[config.mk]
export PLATFORM = sky130hd
export DESIGN_NAME = serial_parallel_converter
export DESIGN_NICKNAME = d
export VERILOG_FILES = /design/src/rtl/serial_parallel_converter.sv
export SDC_FILE = /design/constraint.sdc
export NUM_CORES = 1
export LEC_CHECK = 0
export BUFFER_PORTS_ARGS = -buffer_cell sky130_fd_sc_hd__buf_4
export CORE_MARGIN = 2
export CORE_UTILIZATION = 46
export CTS_CLUSTER_SIZE = 20
export DETAILED_ROUTE_END_ITERATION = 8
export GPL_TIMING_DRIVEN = 0
export PLACE_DENSITY = 0.7
export SYNTH_ARGS = -nofsm -noshare
export SYNTH_HDL_FRONTEND = slang
export SYNTH_SLANG_ARGS = --single-unit
export TNS_END_PERCENT = 50
[constraint.sdc]
create_clock -name clk -period 1.9 [get_ports clk]
set_input_delay 0.19 -clock clk [delete_from_list [all_inputs] [get_ports clk]]
set_output_delay 0.19 -clock clk [all_outputs]
set_load 0.01 [all_outputs]
[src/rtl/serial_parallel_converter.sv]
// serial_parallel_converter
// Assembles bytes (MSB first) into 32-bit AES column words and presents them
// on a registered valid/ready output. Each word is tagged with its position
// (0..3) inside the 128-bit AES state. Input is stalled only when a finished
// word has nowhere to go.
module serial_parallel_converter (
  input  logic        clk,
  input  logic        rst,
  input  logic        clear,
  input  logic [7:0]  data_in,
  input  logic        in_valid,
  output logic        in_ready,
  output logic [31:0] parallel_data_out,
  output logic        out_valid,
  input  logic        out_ready,
  output logic [1:0]  word_index,
  output logic        block_last
);

  localparam logic [1:0] LAST_BYTE = 2'd3;
  localparam logic [1:0] LAST_WORD = 2'd3;

  logic [23:0] r_asm;        // first three bytes of the word being built
  logic [1:0]  r_byte_cnt;   // bytes already held in r_asm
  logic [31:0] r_out_data;
  logic        r_out_valid;
  logic [1:0]  r_word_cnt;   // index the next completed word will carry
  logic [1:0]  r_word_index; // index of the word currently presented

  logic w_byte_acc;
  logic w_out_acc;
  logic w_word_load;

  // Only the fourth byte needs room in the output register; it can use the
  // slot being emptied in the same cycle, hence the out_ready term here.
  assign in_ready    = !((r_byte_cnt == LAST_BYTE) && r_out_valid && !out_ready);
  assign w_byte_acc  = in_valid && in_ready;
  assign w_out_acc   = r_out_valid && out_ready;
  assign w_word_load = w_byte_acc && (r_byte_cnt == LAST_BYTE);

  // Input side: shift accepted bytes into the assembly register.
  always_ff @(posedge clk) begin
    // NOTE: state registers use non-blocking assignments so every register
    // samples pre-edge values, independent of statement order.
    if (rst) begin
      r_asm      <= '0;
      r_byte_cnt <= '0;
    end else if (clear) begin
      r_byte_cnt <= '0;
    end else if (w_byte_acc) begin
      if (w_word_load) begin
        r_byte_cnt <= '0;
      end else begin
        r_asm      <= {r_asm[15:0], data_in};
        r_byte_cnt <= r_byte_cnt + 2'd1;
      end
    end
  end

  // Output side: load completed words, track block position, drop valid on hand-off.
  always_ff @(posedge clk) begin
    if (rst) begin
      r_out_data   <= '0;
      r_out_valid  <= 1'b0;
      r_word_cnt   <= '0;
      r_word_index <= '0;
    end else if (clear) begin
      r_out_valid  <= 1'b0;
      r_word_cnt   <= '0;
      r_word_index <= '0;
    end else begin
      if (w_word_load) begin
        r_out_data   <= {r_asm, data_in};
        r_word_index <= r_word_cnt;
        r_word_cnt   <= r_word_cnt + 2'd1;
      end
      // A load in the same cycle as a hand-off keeps valid high: no bubble.
      if (w_word_load) begin
        r_out_valid <= 1'b1;
      end else if (w_out_acc) begin
        r_out_valid <= 1'b0;
      end
    end
  end

  assign parallel_data_out = r_out_data;
  assign out_valid         = r_out_valid;
  assign word_index        = r_word_index;
  assign block_last        = r_out_valid && (r_word_index == LAST_WORD);

endmodule

==> out/results.tsv <==
metric	value	unit
outcome	complete, no violations	
p_clk_share	47.0	%
crit_path_end_kind	register	
worstPathRequired	2.10	ns
yosysMostFrequentCell	nand2b_1	
fin_nets	353	
r2r-start	r_byte_cnt[0]$_SDFFE_PP0P_	
period_share	83.6	%
skew	0.00720	ns
regArea	1260	sq um
fmax	630	MHz
hold_viol	0	
cts_max_level	3	
combPwrFrac	4.8	%
cts_buffers	9	
route.met3.wl	208	microns
crit_start	r_byte_cnt[0]$_SDFFE_PP0P_	
ys_warn_count	0	
r2r_slack	0.31	ns
dp_hpwl	3640	microns
drt_wl_total	5350	microns
syn_area	2610	sq um
cp-endpoint	r_asm[16]$_SDFFE_PP0P_	
final_cells	416	
final_cell_area	3290	sq um
core	5510	sq um
post-route-min-period	1.59	ns
hold_path.class	input port to register	
reg2reg_depth	6	
p_int	2.21	mW
portBuffers	48	
netSwitchingFraction	20.9	%
place_area	3060	sq um
synth_top_area_cell	dfxtp_1	
dpl.cell_count	400	
crit_fanout	10	
final_max_slew_viol_count	0	
postSynthAreaPerCell	9.33	sq um
hold_buffers	0	
async_flop_share	0	%
nFillCells	519	
grt_overflow_total	0	
antennaDiodeCount	0	
power_density	848	nW/um^2
finalSetupViolations	0	
synth_nets	294	
path_class	register to register	
cts_tree	done	
cts.clk_slew.worst_paths	0.07	ns
grt_usage	18.4	%
ys_ff_latch	63	
cts_sinks	63	
drt_pre_antenna_iters	4	
drive_gt1_share	21.2	%
start_util	47.5	%
first_iter_violations	120	
cts-root-buf	clkbuf_8	
grt_pass1_wl	8980	microns
antenna_left	0	
rsz0062_at_grt	no	
ir_drop	0.440	mV
rows	27	
m1WireLength	2560	microns
p_total	2.79	mW
multi_input_area	1220	sq um
finalWeightedCongestion	0.786	
cts_setup_buffers	0	
reg2reg_to	r_asm[16]$_SDFFE_PP0P_	
fin_tns_setup	0	ns
worst-slew-pin-transition	0.456	ns
antenna_found_initial	0	
drcViolationCount	0	
synthCells	280	
top_layer_used	met4	
p_leak	1.22	nW
slew_headroom	69.6	%
p_seq_share	48.2	%
syn_to_final_growth	25.8	%
cap_violations	0	
synth-main-ff-cell	dfxtp_1	
power_switching	582	uW
grt_pass1_vias	1945	
worstSetupStartpointType	register	
avgRoutedWirePerCell	12.9	microns
wl_met2	2460	microns
yosysTopAreaCellShare	48.3	%
clk_latency	0.34	ns
fp.dieW	79.4	microns
synth_seq_area_share	48.3	%
die_y	79.4	microns
vias_per_cell	4.84	
vias	2013	
synth_area_leaders	dfxtp_1 (48%), nand2b_1 (16%), mux2i_1 (13%), nand2_1 (7.6%), a21oi_1 (5.4%)	
synth_edf_count	0	
pin_count	50	
clock_path_buffers	2	
dieArea	6300	sq um
cp_data_arrival_time	1.79	ns
synthTopCellsByCount	nand2b_1 (65), dfxtp_1 (63), nand2_1 (53)	
synthDistinctLibCells	24	
grt_max_degree	11	
post_cts_resized	0	
[worst max-delay path, cell delays in order, from the launching register on]
cell     delay [ns]
dfxtp_1        0.33
ha_1           0.31
or3b_1         0.37
buf_2          0.17
buf_6          0.15
nand2_1        0.06
a21oi_1        0.06
[power groups by stage]
stage	Clock [mW]	Combinational, mW	Sequential [mW]
floorplan	0	0.0866	1.37
global placement	0	0.132	1.37
detailed placement	0	0.133	1.37
CTS	1.34	0.135	1.34
global route	1.38	0.150	1.35
finish	1.31	0.133	1.34
[how the worst min path moves through the flow]
stage,startpoint,end,slack [ns],cells past startpoint
2_1_floorplan,data_in[0],r_asm[0]$_SDFFE_PP0P_,0.33,2
3_3_place_gp,r_asm[23]$_SDFFE_PP0P_,r_asm[23]$_SDFFE_PP0P_,0.45,2
3_5_place_dp,r_asm[20]$_SDFFE_PP0P_,r_asm[20]$_SDFFE_PP0P_,0.45,2
4_1_cts,data_in[0],r_asm[0]$_SDFFE_PP0P_,0.1,3
5_1_grt,data_in[2],r_asm[2]$_SDFFE_PP0P_,0.11,3
6_report,data_in[0],r_asm[0]$_SDFFE_PP0P_,0.11,3
[cell usage in the layout (no fill, tap or decap)]
master     Yosys  routed
nand2b_1      65      65
dfxtp_1       63      63
nand2_1       53      53
buf_4          1      49
mux2i_1       34      34
a21oi_1       28      28
clkbuf_1       9      11
clkbuf_8       0      11
buf_2          4       4
buf_8          3       3
o21ai_0        3       3
or3_1          2       2
nand4_1        2       2
buf_6          2       2
bufinv_16      0       2
nand3b_1       1       1
and3_1         1       1
and4b_1        1       1
nor2b_1        1       1
or2_1          1       1
nor3b_4        1       1
or3b_1         1       1
nor2_1         1       1
nor4b_1        1       1
a31o_1         1       1
ha_1           1       1
clkinv_2       0       1
[area by class of cell]
cell class	instances	share of cell area [%]
clock buffer	13	4.83
buffer	19	3.92
timing repair buffer	48	11.0
clock inverter	3	1.98
sequential	63	38.4
tap	72	2.74
multi-input combinational	198	37.2
[logic make-up (layout without fill, tap and decap cells)]
kind of cell	after synthesis	count (layout)	share of synthesized area (%)
compound gates	32	32	6.27
fa+ha+maj	1	1	0.479
buf+inv	19	83	4.93
flops	63	63	48.3
mux	34	34	13.0
simple gates	131	131	27.0
[metrics by stage]
step,utilization [%],hold slack [ns],worst slack [ns]
floorplan,-,0.326,0.443
global placement,55.6,0.447,0.344
detailed placement,55.6,0.451,0.327
CTS,59.7,0.0952,0.310
global route,59.7,0.109,0.185
finish,59.7,0.108,0.312
[sequential cells by signal, indices dropped and copies added (netlist names)]
register	cells
out_valid	1
r_byte_cnt	2
r_asm	24
word_index	2
parallel_data_out	32
r_word_cnt	2
[per-layer routing]
metal,GRT usage [%],vias to the layer above
met5,0,-
met4,9.83,0
met3,4.07,10
met2,28.7,40
met1,23.8,933
li1,-,1030
Power figures use the tool's default switching activity.
